## src/rtl/link_tx_pkg.sv

```systemverilog
// Shared constants and state encodings for the link transmitter.
package link_tx_pkg;

  localparam logic [7:0] KEYWORD_BYTE  = 8'hFF;
  localparam int         TICKS_PER_BIT = 16;

  typedef enum logic [2:0] {
    F_SYNC,
    F_IDLE,
    F_SEND_HI,
    F_SEND_LO,
    F_KEEPALIVE
  } framer_state_e;

  typedef enum logic [1:0] {
    S_IDLE,
    S_START,
    S_DATA,
    S_STOP
  } ser_state_e;

endpackage

```

## src/rtl/link_tx_byte_serializer.sv

```systemverilog
// 8N1 byte serializer paced by the oversample tick; accepts a new byte in the
// same clk its stop bit ends so frames can run back-to-back.
module link_tx_byte_serializer
  import link_tx_pkg::*;
#(
  parameter int SB_TICK = 16
) (
  input  logic       clk,
  input  logic       rst_n,
  input  logic       s_tick,
  input  logic       load,
  input  logic [7:0] din,
  output logic       tx,
  output logic       busy,
  output logic       byte_done
);

  localparam logic [3:0] TICK_LAST = 4'(TICKS_PER_BIT - 1);
  localparam logic [3:0] STOP_LAST = 4'(SB_TICK - 1);

  ser_state_e state_q, state_d;
  logic [3:0] tick_q, tick_d;
  logic [2:0] bit_q, bit_d;
  logic [7:0] sh_q, sh_d;

  always_ff @(posedge clk or negedge rst_n) begin
    if (!rst_n) begin
      state_q <= S_IDLE;
      tick_q  <= '0;
      bit_q   <= '0;
      sh_q    <= '0;
    end else begin
      state_q <= state_d;
      tick_q  <= tick_d;
      bit_q   <= bit_d;
      sh_q    <= sh_d;
    end
  end

  always_comb begin
    state_d   = state_q;
    tick_d    = tick_q;
    bit_d     = bit_q;
    sh_d      = sh_q;
    byte_done = 1'b0;
    case (state_q)
      S_IDLE: begin
        if (load) begin
          state_d = S_START;
          tick_d  = '0;
          sh_d    = din;
        end
      end
      S_START: begin
        if (s_tick) begin
          if (tick_q == TICK_LAST) begin
            state_d = S_DATA;
            tick_d  = '0;
            bit_d   = '0;
          end else begin
            tick_d = tick_q + 4'd1;
          end
        end
      end
      S_DATA: begin
        if (s_tick) begin
          if (tick_q == TICK_LAST) begin
            tick_d = '0;
            sh_d   = {1'b0, sh_q[7:1]};
            if (bit_q == 3'd7) state_d = S_STOP;
            else               bit_d   = bit_q + 3'd1;
          end else begin
            tick_d = tick_q + 4'd1;
          end
        end
      end
      S_STOP: begin
        if (s_tick) begin
          if (tick_q == STOP_LAST) begin
            byte_done = 1'b1;
            tick_d    = '0;
            // Chained load skips IDLE so the next start bit follows directly.
            if (load) begin
              state_d = S_START;
              sh_d    = din;
            end else begin
              state_d = S_IDLE;
            end
          end else begin
            tick_d = tick_q + 4'd1;
          end
        end
      end
      default: state_d = S_IDLE;
    endcase
  end

  always_comb begin
    case (state_q)
      S_START: tx = 1'b0;
      S_DATA:  tx = sh_q[0];
      default: tx = 1'b1;
    endcase
  end

  assign busy = (state_q != S_IDLE);

endmodule

```

## src/rtl/link_tx.sv

```systemverilog
// Link transmitter: KEYWORD sync bursts while the link is down, two-byte word
// framing while it is up, and keep-alive KEYWORDs after a long idle.
module link_tx
  import link_tx_pkg::*;
#(
  parameter logic [7:0] KEYWORD    = KEYWORD_BYTE,
  parameter int         SB_TICK    = 16,
  parameter int         IDLE_TICKS = 2048
) (
  input  logic        clk,
  input  logic        rst_n,
  input  logic        s_tick,
  input  logic        link_up,
  input  logic [15:0] word_in,
  input  logic        word_valid,
  output logic        word_ready,
  output logic        tx,
  output logic        byte_done,
  output logic        busy
);

  localparam logic [11:0] IDLE_LAST = 12'(IDLE_TICKS - 1);

  framer_state_e st_q, st_d;
  logic [11:0] idle_q, idle_d;
  logic [7:0]  lo_q, lo_d;
  logic        ser_load;
  logic [7:0]  ser_din;
  logic        ser_free;

  link_tx_byte_serializer #(.SB_TICK(SB_TICK)) u_ser (
    .clk       (clk),
    .rst_n     (rst_n),
    .s_tick    (s_tick),
    .load      (ser_load),
    .din       (ser_din),
    .tx        (tx),
    .busy      (busy),
    .byte_done (byte_done)
  );

  always_ff @(posedge clk or negedge rst_n) begin
    if (!rst_n) begin
      st_q   <= F_SYNC;
      idle_q <= '0;
      lo_q   <= '0;
    end else begin
      st_q   <= st_d;
      idle_q <= idle_d;
      lo_q   <= lo_d;
    end
  end

  assign ser_free = ~busy | byte_done;

  // The idle counter only runs in F_IDLE; every other state holds it at zero.
  always_comb begin
    st_d       = st_q;
    idle_d     = '0;
    lo_d       = lo_q;
    ser_load   = 1'b0;
    ser_din    = KEYWORD;
    word_ready = 1'b0;
    case (st_q)
      F_SYNC: begin
        if (byte_done && link_up) st_d     = F_IDLE;
        else                      ser_load = ser_free;
      end
      F_IDLE: begin
        word_ready = link_up & ~busy;
        idle_d     = idle_q;
        if (!link_up) begin
          st_d     = F_SYNC;
          ser_load = ser_free;
        end else if (word_valid && word_ready) begin
          ser_load = 1'b1;
          ser_din  = word_in[15:8];
          lo_d     = word_in[7:0];
          idle_d   = '0;
          st_d     = F_SEND_HI;
        end else if (s_tick) begin
          if (idle_q == IDLE_LAST) begin
            ser_load = 1'b1;
            idle_d   = '0;
            st_d     = F_KEEPALIVE;
          end else begin
            idle_d = idle_q + 12'd1;
          end
        end
      end
      F_SEND_HI: begin
        if (byte_done) begin
          ser_load = 1'b1;
          ser_din  = lo_q;
          st_d     = F_SEND_LO;
        end
      end
      F_SEND_LO, F_KEEPALIVE: begin
        if (byte_done) begin
          if (link_up) begin
            st_d = F_IDLE;
          end else begin
            st_d     = F_SYNC;
            ser_load = 1'b1;
          end
        end
      end
      default: st_d = F_SYNC;
    endcase
  end

endmodule

```

## config.mk

```make
export PLATFORM = sky130hd
export DESIGN_NAME = link_tx
export DESIGN_NICKNAME = d
export VERILOG_FILES = /design/src/rtl/link_tx_pkg.sv /design/src/rtl/link_tx_byte_serializer.sv /design/src/rtl/link_tx.sv
export SDC_FILE = /design/constraint.sdc
export NUM_CORES = 1
export LEC_CHECK = 0
export ABC_CLOCK_PERIOD_IN_PS = 2800
export CAP_MARGIN = 20
export CORE_MARGIN = 8
export CORE_UTILIZATION = 40
export DETAILED_ROUTE_END_ITERATION = 12
export PLACE_DENSITY = 0.68
export SKIP_CTS_REPAIR_TIMING = 1
export SLEW_MARGIN = 20
export SYNTH_ARGS = -nofsm -noshare
export SYNTH_HDL_FRONTEND = slang
export SYNTH_SLANG_ARGS = --single-unit
export TNS_END_PERCENT = 5
```

## constraint.sdc

```tcl
create_clock -name clk -period 2.8 [get_ports clk]
set_clock_uncertainty 0.2 [all_clocks]
set_input_delay 0.56 -clock clk [delete_from_list [all_inputs] [get_ports clk]]
set_output_delay 0.56 -clock clk [all_outputs]
set_load 0.05 [all_outputs]
```

==> PnR_summary.wiki <==
{| class="wikitable"
! Metric !! Value
|-
| Tightest slew margin relative to the limit || 42.3%
|-
| Number of distinct library cells after synthesis || 44
|-
| Overflow left after global routing || 0
|-
| Cell area after placement || 2910 sq um
|-
| Final period util || 97.1%
|-
| Power density over cell area || 656 nW/um^2
|-
| Element type at the critical path start || input port
|-
| Type of the setup path with the least slack || in2reg
|-
| Total of flip-flops plus latches after synthesis || 40
|-
| Final core utilization || 51.2%
|-
| Critical path peak fanout || 8
|-
| Critical path required time || 2.78 ns
|-
| Slowest cell on the critical path || or4b_4
|-
| Y dimension of the die || 93.9 um
|-
| Root buf cell || clkbuf_8
|-
| Final std cell area, no fill || 3010 sq um
|-
| Setup repair after global routing missed its margin || false
|-
| ANT nets after route || 0
|-
| Warnings from Yosys || 0
|-
| Tightest Hold Check Type || in2async
|-
| N_diodes || 0
|-
| Post-Syn Instances || 286
|-
| Leakage dissipation || 1.24 nW
|-
| Most common cell after layout, fill and taps aside || nand2_1
|-
| CTS Sinks || 40
|-
| Summed negative setup slack over all endpoints || 0 ns
|-
| Area of the mapped netlist || 2430 sq um
|-
| Worst Hold Margin || 0.175 ns
|-
| Antenna violations before repair || 0
|-
| H-Tree Depth || 2
|-
| Post-route minimum period || 2.72 ns
|-
| Area of the die || 8810 sq um
|-
| Top achievable clock speed || 368 MHz
|-
| # nets final || 359
|-
| Syn_nets || 316
|-
| FILL cells || 542
|-
| Number of placement rows || 28
|-
| Slew at the pin closest to its max-slew limit || 0.865 ns
|-
| Commonest cells after routing, fill and taps aside || 55 x nand2_1, 40 x dfrtp_1, 31 x o21ai_0
|-
| Worst path buffer plus inverter count || 2
|-
| Share of flip-flops with an asynchronous set or reset || 100%
|-
| CP arrival || 2.70 ns
|-
| Vias after detailed routing || 2,204
|-
| Number of buffers on the longest clock path || 2
|-
| Max-slew violation count || 0
|-
| Effective utilization at floorplan || 41.2%
|-
| Count of port buffers added during placement || 24
|-
| Critical path's top delay family || buffers and inverters
|-
| Width of the die || 93.9 um
|-
| Routed via count divided by cell count || 5.44
|-
| Number of global-route vias before repair || 2,190
|-
| Share of post-route cells with drive strength above 1 || 17.3%
|-
| Clock transition time at the flip-flop clock pins of the worst setup and hold paths || 0.08 ns
|-
| HPWL after detailed placement || 4220 um
|-
| Placer Congestion || 0.814
|-
| Number of hold violations in the final report || 0
|-
| Final setup vio count || 0
|-
| Cell breakdown of the critical path || clkdlybuf4s50_1 > nand2_1 > o21a_1 > or4b_4 > o311ai_4 > buf_12 > mux2_2
|-
| Detailed-route DRC error count || 0
|-
| Number of flops mapped to enable cells by yosys || 0
|-
| Router iterations before antenna repair || 4
|-
| Result of the run || finished, final reports clean
|-
| Slowest cell delay on critical path || 0.51 ns
|-
| I/O pin total || 25
|-
| Core area || 5890 sq um
|-
| Portion of the post-synthesis area used by sequential elements || 41.3%
|-
| # Max-Cap Violations || 0
|-
| Setup crit end kind || register
|-
| Total Routed Length || 5600 um
|-
| Routed length per instance || 13.8 um
|-
| Clock latency reported for the late side of the worst-skew pair || 0.29 ns
|-
| Peak supply drop || 655 uV
|-
| Total CTS buffers || 5
|-
| Total routing resource utilization after global routing || 13.6%
|-
| Violation count after the first detailed-route iteration || 103
|-
| CTS tree || done
|-
| Synthesis-to-layout area growth || 24.1%
|-
| Primary FF master, synth || dfrtp_1
|-
| Pin count of the biggest net entering global routing || 41
|-
| First-pass GRT wire length || 9810 um
|-
| Per-instance average area after synthesis || 8.48 sq um
|}
final timing paths:
path                                        from             to  slack, ns  cells past startpoint
worst max-delay path                      s_tick  u_ser.sh_q[3]       0.08                      7
worst min-delay path                       rst_n  u_ser.sh_q[3]       0.18                      1
worst max register to register  u_ser.state_q[1]  u_ser.sh_q[3]       0.14                      7
worst min register to register           lo_q[1]        lo_q[1]       0.27                      2
max in group asynchronous                  rst_n        st_q[1]       1.68                      1
min in group clk                         lo_q[1]        lo_q[1]       0.27                      2
layout make-up:
type                    instances  area [sq um]  area share [%]
clock buffers                   7          86.3            2.87
clock inverters                 1          7.51           0.249
multi-input cells             224          1340            44.6
flip-flops and latches         40          1000            33.2
inverters                      10          37.5            1.25
well taps                      75          93.8            3.12
repair buffers                 48           443            14.7
sequential cells by signal, summed over array words and instances (netlist names):
name           cells
idle_q            12
lo_q               8
u_ser.sh_q         8
u_ser.state_q      2
st_q               3
u_ser.tick_q       4
u_ser.bit_q        3
cells by family after synthesis:
logic type	synth area share [%]
and+or+nand+nor	27.2
AOI/OAI and AO/OA	17.9
DFF	41.3
buffers and inverters	3.61
muxes	5.05
adders and majority gates	4.64
xor gates and xnor gates	0.361
layer usage:
metal  GRT usage, %  share of wire (%)
met3           3.52                4.9
met5              0                  0
met1           16.3                 45
met4           4.36                1.2
met2           23.2                 49
report_power, final:
| part | internal, W | total (W) | switching (W) |
|---|---|---|---|
| sequential | 0.000637 | 0.000691 | 0.0000539 |
| combinational | 0.000423 | 0.000886 | 0.000463 |
| clock | 0.000200 | 0.000400 | 0.000200 |
| total | 0.00126 | 0.00198 | 0.000716 |
Yosys cell counts, types with 2 or more instances:
library cell	count	area [sq um]
nand3_1	10	50.1
nand2_1	55	206
o211ai_1	3	22.5
and3_1	3	18.8
o21ai_0	31	155
or2_2	5	31.3
a22oi_1	2	15.0
nand2b_1	3	18.8
nor4b_1	2	17.5
o31ai_1	6	45.0
ha_1	9	113
inv_1	9	33.8
nor2_1	22	82.6
a311oi_1	2	17.5
clkbuf_1	8	30.0
a21oi_1	9	45.0
mux2_2	10	113
nor3_1	8	40.0
nand4_1	6	37.5
nand3b_1	2	15.0
a31oi_1	9	56.3
dfrtp_1	40	1000
nor4_1	3	18.8
buf_2	4	20.0
or3_1	5	31.3
nor3b_1	2	15.0
per-stage QoR:
step                      power [W]  setup slack [ns]  instances
final                       0.00198            0.0799        405
after CTS                   0.00199            0.0925        405
after detailed placement    0.00158            -0.216        397
after floorplan             0.00124            0.0908        286
after global routing        0.00212            0.0293        405
after global placement      0.00156            -0.174        397
(Power assumes the default switching activity.)
